<file path="src/rtl/uart_baud_ctrl.sv">
// Baud-rate tick scheduler: one runtime divisor drives the oversample, TX bit and RX mid-bit strobes.
// Divisor updates are handshaked and only take effect at an os_tick boundary.
module uart_baud_ctrl #(
  parameter int unsigned DIV_W       = 16,
  parameter int unsigned OVERSAMPLE  = 16,
  parameter int unsigned DEFAULT_DIV = 27
) (
  input  logic             clock,
  input  logic             reset,
  input  logic             enable,
  input  logic [DIV_W-1:0] cfg_div,
  input  logic             cfg_valid,
  output logic             cfg_ready,
  input  logic             rx_sync,
  output logic             os_tick,
  output logic             tx_tick,
  output logic             rx_sample_tick,
  output logic [DIV_W-1:0] div_active
);

  localparam int unsigned      OS_W    = $clog2(OVERSAMPLE);
  localparam logic [OS_W-1:0]  TX_LAST = OS_W'(OVERSAMPLE - 1);
  localparam logic [OS_W-1:0]  RX_MID  = OS_W'(OVERSAMPLE / 2 - 1);
  localparam logic [DIV_W-1:0] DIV_RST = DIV_W'(DEFAULT_DIV);
  localparam logic [DIV_W-1:0] DIV_MIN = DIV_W'(2);

  typedef enum logic [1:0] {IDLE, RUN, PEND} state_t;

  state_t           state_q, state_d;
  logic [DIV_W-1:0] cnt, div_reg, pend_div, cfg_clamped;
  logic [OS_W-1:0]  tx_os, rx_os;
  logic             pend_valid, xfer, wrap;

  assign pend_valid  = (state_q == PEND);
  assign cfg_ready   = !pend_valid;
  assign xfer        = cfg_valid && cfg_ready;
  assign cfg_clamped = (cfg_div < DIV_MIN) ? DIV_MIN : cfg_div;
  assign wrap        = enable && (cnt == div_reg - DIV_W'(1));
  assign div_active  = div_reg;

  always_comb begin
    state_d = state_q;
    if (!enable) begin
      state_d = IDLE;
    end else begin
      case (state_q)
        PEND:    state_d = wrap ? RUN : PEND;
        default: state_d = xfer ? PEND : RUN;
      endcase
    end
  end

  always_ff @(posedge clock) begin
    if (reset) begin
      state_q        <= IDLE;
      cnt            <= '0;
      tx_os          <= '0;
      rx_os          <= '0;
      os_tick        <= 1'b0;
      tx_tick        <= 1'b0;
      rx_sample_tick <= 1'b0;
      div_reg        <= DIV_RST;
      pend_div       <= '0;
    end else begin
      state_q        <= state_d;
      os_tick        <= wrap;
      tx_tick        <= wrap && (tx_os == TX_LAST);
      // a coincident rx_sync restarts the phase, so that tick cannot sample
      rx_sample_tick <= wrap && !rx_sync && (rx_os == RX_MID);
      if (!enable) begin
        cnt   <= '0;
        tx_os <= '0;
        rx_os <= '0;
        if (pend_valid)
          div_reg <= pend_div;
        else if (xfer)
          div_reg <= cfg_clamped;
      end else begin
        cnt <= wrap ? '0 : cnt + DIV_W'(1);
        if (wrap)
          tx_os <= tx_os + OS_W'(1);
        if (rx_sync)
          rx_os <= '0;
        else if (wrap)
          rx_os <= rx_os + OS_W'(1);
        // a value captured on a wrap edge waits for the next wrap
        if (wrap && pend_valid)
          div_reg <= pend_div;
        if (xfer)
          pend_div <= cfg_clamped;
      end
    end
  end

endmodule
</file>
<file path="config.mk">
export PLATFORM = sky130hd
export DESIGN_NAME = uart_baud_ctrl
export DESIGN_NICKNAME = d
export VERILOG_FILES = /design/src/rtl/uart_baud_ctrl.sv
export SDC_FILE = /design/constraint.sdc
export NUM_CORES = 1
export LEC_CHECK = 0
export BUFFER_PORTS_ARGS = -buffer_cell sky130_fd_sc_hd__buf_2
export CORE_MARGIN = 4
export CORE_UTILIZATION = 50
export CTS_BUF_LIST = sky130_fd_sc_hd__clkbuf_2 sky130_fd_sc_hd__clkbuf_4 sky130_fd_sc_hd__clkbuf_8
export CTS_CLUSTER_SIZE = 40
export DETAILED_ROUTE_END_ITERATION = 16
export PLACE_DENSITY_LB_ADDON = 0.15
export SETUP_SLACK_MARGIN = 0.5
export SLEW_MARGIN = 40
export SYNTH_ARGS = -nofsm -noshare
export SYNTH_HDL_FRONTEND = slang
export SYNTH_SLANG_ARGS = --single-unit
export TNS_END_PERCENT = 50
</file>
<file path="constraint.sdc">
create_clock -name clock -period 6.5 [get_ports clock]
set_input_delay 0.65 -clock clock [delete_from_list [all_inputs] [get_ports clock]]
set_output_delay 0.65 -clock clock [all_outputs]
set_load 0.005 [all_outputs]
</file>
# After elaboration in Yosys (flattened, before gate mapping)
# Cells that the tools add are included.
# classes
n_mux	8
order_cmp	1
n_reduce_logical	14
eq_ne	5
n_bitwise	1
add_sub_neg	4
# ops
op	count
$mux W16	5
$add A16 B1 Y16 const B	1
$eq A16 B16 Y1	1
$lt A16 B2 Y1 const B	1
$sub A16 B1 Y16 const B	1
$add A4 B1 Y4 const B	2
$logic_and A1 B1 Y1	6
$mux W2	3
$reduce_or A3 Y1	2
$eq A4 B3 Y1 const B	1
$eq A4 B4 Y1 const B	1
$reduce_and A2 Y1	2
$reduce_bool A3 Y1	1
$eq A2 B2 Y1 const B	1
$logic_not A1 Y1	2
$ne A2 B1 Y1 const B	1
$reduce_or A2 Y1	1
$not A1 Y1	1
# totals
output_inout_bits	20
in_bits	21
register_bits	61

# Logic depth before layout (Yosys ltp)
# logic_depth
word_depth	6
ltp_mapped	12
depth_no_buf	9

# Least setup slack after synthesis
# No wires, ideal clock.
# synth_timing
path_type	register to register
from	register div_reg[2], in the netlist div_active[2]
to	register div_reg[10], in the netlist div_active[10]
t_arrival_ns	2.706
path_slack_ns	3.656
path_stages_with_launch	11
t_required_ns	6.362
cell_sequence	dfxtp_1 buf_6 or4_4 or4_1 a21oi_1 o22ai_1 or3_1 buf_6 nor3_4 buf_4 o221ai_1
# synth_via
elab_chain_cells	6
# synth_lines
element	line_no	text
from (decl)	30	logic [DIV_W-1:0] cnt, div_reg, pend_div, cfg_clamped;
from (signal assigned)	75	div_reg <= pend_div;
from (signal assigned)	77	div_reg <= cfg_clamped;
from (signal assigned)	88	div_reg <= pend_div;
$sub A16 B1 Y16	38	assign wrap = enable && (cnt == div_reg - DIV_W'(1));
$eq A16 B16 Y1	38	
$logic_and A1 B1 Y1	38	
$logic_and A1 B1 Y1	87	if (wrap && pend_valid)
$ne A2 B1 Y1 (no line)	n/a	
$reduce_and A2 Y1 (no line)	n/a	
# Every way passes these cells.
# A chain may end at the register's enable or synchronous reset.

# Worst setup path in the final report
# layout_timing
from	register div_reg[4], in the netlist div_active[4]
to	register div_reg[0], in the netlist div_active[0]
# Same word-level chain as after synthesis.

==> summary.md <==
| Metric | Value |
|---|---|
| Switching power | `0.000225 W` |
| Tmin final | `3.39 ns` |
| FMAX | `295 MHz` |
| Post-synthesis average cell area | `7.98 µm²` |
| Tightest Hold Check Type | `flop to flop` |
| Synthesis-to-layout area growth | `13.7%` |
| Sw Share | `25.2%` |
| Int Power | `0.000668 W` |
| Clock share of power | `43.4%` |
| CTS Buf Count | `9` |
| Lkg Pwr | `1.36 nW` |
| First-pass GRT wire length | `13500 µm` |
| Num Clock Sinks | `61` |
| Vias per cell | `5.69` |
| Commonest non-fill, non-tap cell in the layout | `nand2_1` |
| Proportion of layout cells with a drive suffix above 1 | `19.5%` |
| Comb power frac | `11.5%` |
| DRT Wirelength | `7880 µm` |
| Worst-Margin Slew | `0.713 ns` |
| Max-cap check violation count | `0` |
| Gpl congestion | `0.882` |
| Total GRT Usage | `21.9%` |
| Final core occ | `58.4%` |
| Largest net degree at the start of global routing | `22` |
| Initial drt markers | `130` |
| HPWL after DPL | `5780 µm` |
| Setup crit start | `div_active[4]` |
| #FFs+latches synth | `61` |
| Post-synthesis sequential area ratio | `37.4%` |
| Place WS | `3.13 ns` |
| DRC Markers | `0` |
| Syn Inst Count | `409` |
| Vias in the first global route | `2809` |
| Setup-failing EPs final | `0` |
| Crit Path Category | `flop to flop` |
| Power, Total | `0.000893 W` |
| Req. time, crit path | `6.78 ns` |
| # resized after CTS | `0` |
| Starting Density | `51.4%` |
| ANT cells | `0` |
| Crit-path max FO | `18` |
| Mapped cell area | `3260 µm²` |
| Status | `complete, no violations` |
| Vias | `2984` |
| Post-synth ARST share | `0%` |
| Ys Warns | `0` |
| CTS tree | `yes` |
| Post-synth EDFFs | `0` |
| Crit share post-route | `52.2%` |
| Wire per inst | `15.0 µm` |
| Clock Path Buffers | `2` |
| Root Driver | `clkbuf_8` |
| Die area | `7880 µm²` |
| Final hold vios | `0` |
| Hold depth | `2` |
| Setup Fix Bufs, Post-CTS | `0` |
| Relative slew slack | `52.4%` |
| Fillers | `574` |
| Final setup margin | `3.11 ns` |
| Flop2flop setup slack | `3.11 ns` |
| CTS Hold Buffers Added | `0` |
| Gr ovfl total | `0` |
| Synth unique cells | `47` |
| PwrDens | `241 nW/µm²` |
| Clock Skews | `0.0118 ns` |
| Hold path endpoint | `pend_div[1]` |
| CP Launch Type | `flop` |
| Setup TNS | `0 ns` |
| Final #Nets | `467` |
| Initial antenna violation count | `0` |
| R2r startpoint | `div_active[4]` |
| Max VDD drop | `0.143 mV` |
| DIE HEIGHT | `88.8 µm` |
| End of the worst register-to-register path | `div_active[0]` |
| Clock transition at path regs | `0.07 ns` |
| Critical Path Sink Type | `flop` |
| RSZ-0062 raised after global routing | `no` |
| Core area | `6350 µm²` |
| Die Wd | `88.8 µm` |
| Most frequent cells in the layout | `nand2_1, dfxtp_1, buf_2, nor2_1, a21oi_1` |
| H-tree Lvls | `3` |
| Clock insertion delay at the later pin of the skew report | `0.34 ns` |
| Hold Startpoint | `pend_div[1]` |
| Ys flop type | `dfxtp_1` |
| IO buf count | `40` |
| Final ANT Viol Nets | `0` |
| Row cnt | `29` |
| Final Max Tran Viols | `0` |
| Part of the power in registers | `45.1%` |
| Pre-Repair DR Iteration Count | `4` |
| IO Count | `41` |
| Reg2reg path depth | `7` |
| Arr. time, crit path | `3.67 ns` |
| Post-Syn Nets | `434` |
==> cell type report <==
| cell class | count | area [µm²] | share of cell area, % |
|---|---|---|---|
| Tap cell | 77 | 96.3 | 2.60 |
| Sequential cell | 61 | 1220 | 32.9 |
| Timing Repair Buffer | 43 | 218 | 5.87 |
| Clock inverter | 4 | 70.1 | 1.89 |
| Multi-Input combinational cell | 319 | 1910 | 51.6 |
| Inverter | 8 | 30.0 | 0.810 |
| Clock buffer | 12 | 159 | 4.28 |
==> power groups by stage <==
| stage | Clock (W) | Combinational [W] | Sequential (W) |
|---|---|---|---|
| 3_5_place_dp | 0 | 0.000103 | 0.000411 |
| 6_report | 0.000387 | 0.000103 | 0.000402 |
| 4_1_cts | 0.000392 | 0.000104 | 0.000402 |
| 5_1_grt | 0.000411 | 0.000117 | 0.000405 |
| 3_3_place_gp | 0 | 0.000101 | 0.000410 |
| 2_1_floorplan | 0 | 0.0000762 | 0.000405 |
==> per-layer routing <==
layer | wire length, µm | part of all wire [%] | up-vias | global-route usage [%]
met5 | 0 | 0 | - | 0
met4 | 164 | 2.1 | 0 | 10.3
met3 | 290 | 3.7 | 13 | 2.89
met2 | 3750 | 48 | 52 | 34.4
met1 | 3680 | 47 | 1414 | 29.6
li1 | - | - | 1505 | -
==> registers in the layout (all words and copies together), names as in the netlist <==
register,count
pend_div,16
state_q,2
cnt,16
div_active,16
rx_sample_tick,1
rx_os,4
os_tick,1
tx_tick,1
tx_os,4
==> critical path: stages, from the launching register on <==
cell and delay (ns):
dfxtp_1 0.38, nor3_1 0.53, nand2_1 0.17, or4_1 0.51
xnor2_1 0.16, or3_1 0.63, nor3_4 0.65, o221a_2 0.30
==> synthesized netlist by cell type (3+ instances only) <==
| cell type | n | area (µm²) |
|---|---|---|
| a21oi_1 | 27 | 135 |
| nand4_1 | 6 | 37.5 |
| dfxtp_1 | 61 | 1220 |
| xor2_1 | 12 | 105 |
| nand2b_1 | 6 | 37.5 |
| nand2_1 | 87 | 327 |
| nor3_1 | 10 | 50.1 |
| o221a_2 | 3 | 33.8 |
| nand3b_1 | 3 | 22.5 |
| mux2_2 | 12 | 135 |
| or4_1 | 7 | 52.6 |
| nand3_1 | 18 | 90.1 |
| ha_1 | 4 | 50.1 |
| nor2_1 | 36 | 135 |
| xnor2_1 | 21 | 184 |
| nor4_1 | 4 | 25.0 |
| inv_1 | 8 | 30.0 |
| o211ai_1 | 3 | 22.5 |
| buf_6 | 3 | 33.8 |
| o21ai_0 | 7 | 35.0 |
| and3_1 | 4 | 25.0 |
| o31ai_1 | 7 | 52.6 |
| or3_1 | 3 | 18.8 |
| o221ai_1 | 13 | 114 |
| or2_2 | 4 | 25.0 |
| clkbuf_1 | 15 | 56.3 |
==> cells by family (layout without fill, tap and decap cells) <==
logic type | Yosys count | after routing | synth area share, %
AND/OR/NAND/NOR | 198 | 198 | 28.8
buffers and inverters | 29 | 67 | 4.26
AO/OA/AOI/OAI | 72 | 72 | 15.0
XOR/XNOR | 33 | 33 | 8.86
multiplexers | 12 | 12 | 4.14
flip-flops | 61 | 61 | 37.4
adder cells (fa/ha/maj) | 4 | 4 | 1.53
==> worst max path at each step <==
stage / end / cells after the start
after global placement: cnt[13] / 9
after floorplan: div_active[10] / 10
final: div_active[0] / 7
after detailed placement: div_active[7] / 7
after global routing: div_active[5] / 7
after CTS: div_active[0] / 7
==> through the flow <==
step | instances | cell area, µm² | hold slack, ns
6_report | 524 | 3710 | 0.456
5_1_grt | 524 | 3710 | 0.479
4_1_cts | 524 | 3710 | 0.458
3_5_place_dp | 508 | 3480 | 0.447
3_3_place_gp | 506 | 3460 | 0.439
2_1_floorplan | 409 | 3260 | 0.432
(Power assumes the default switching activity.)
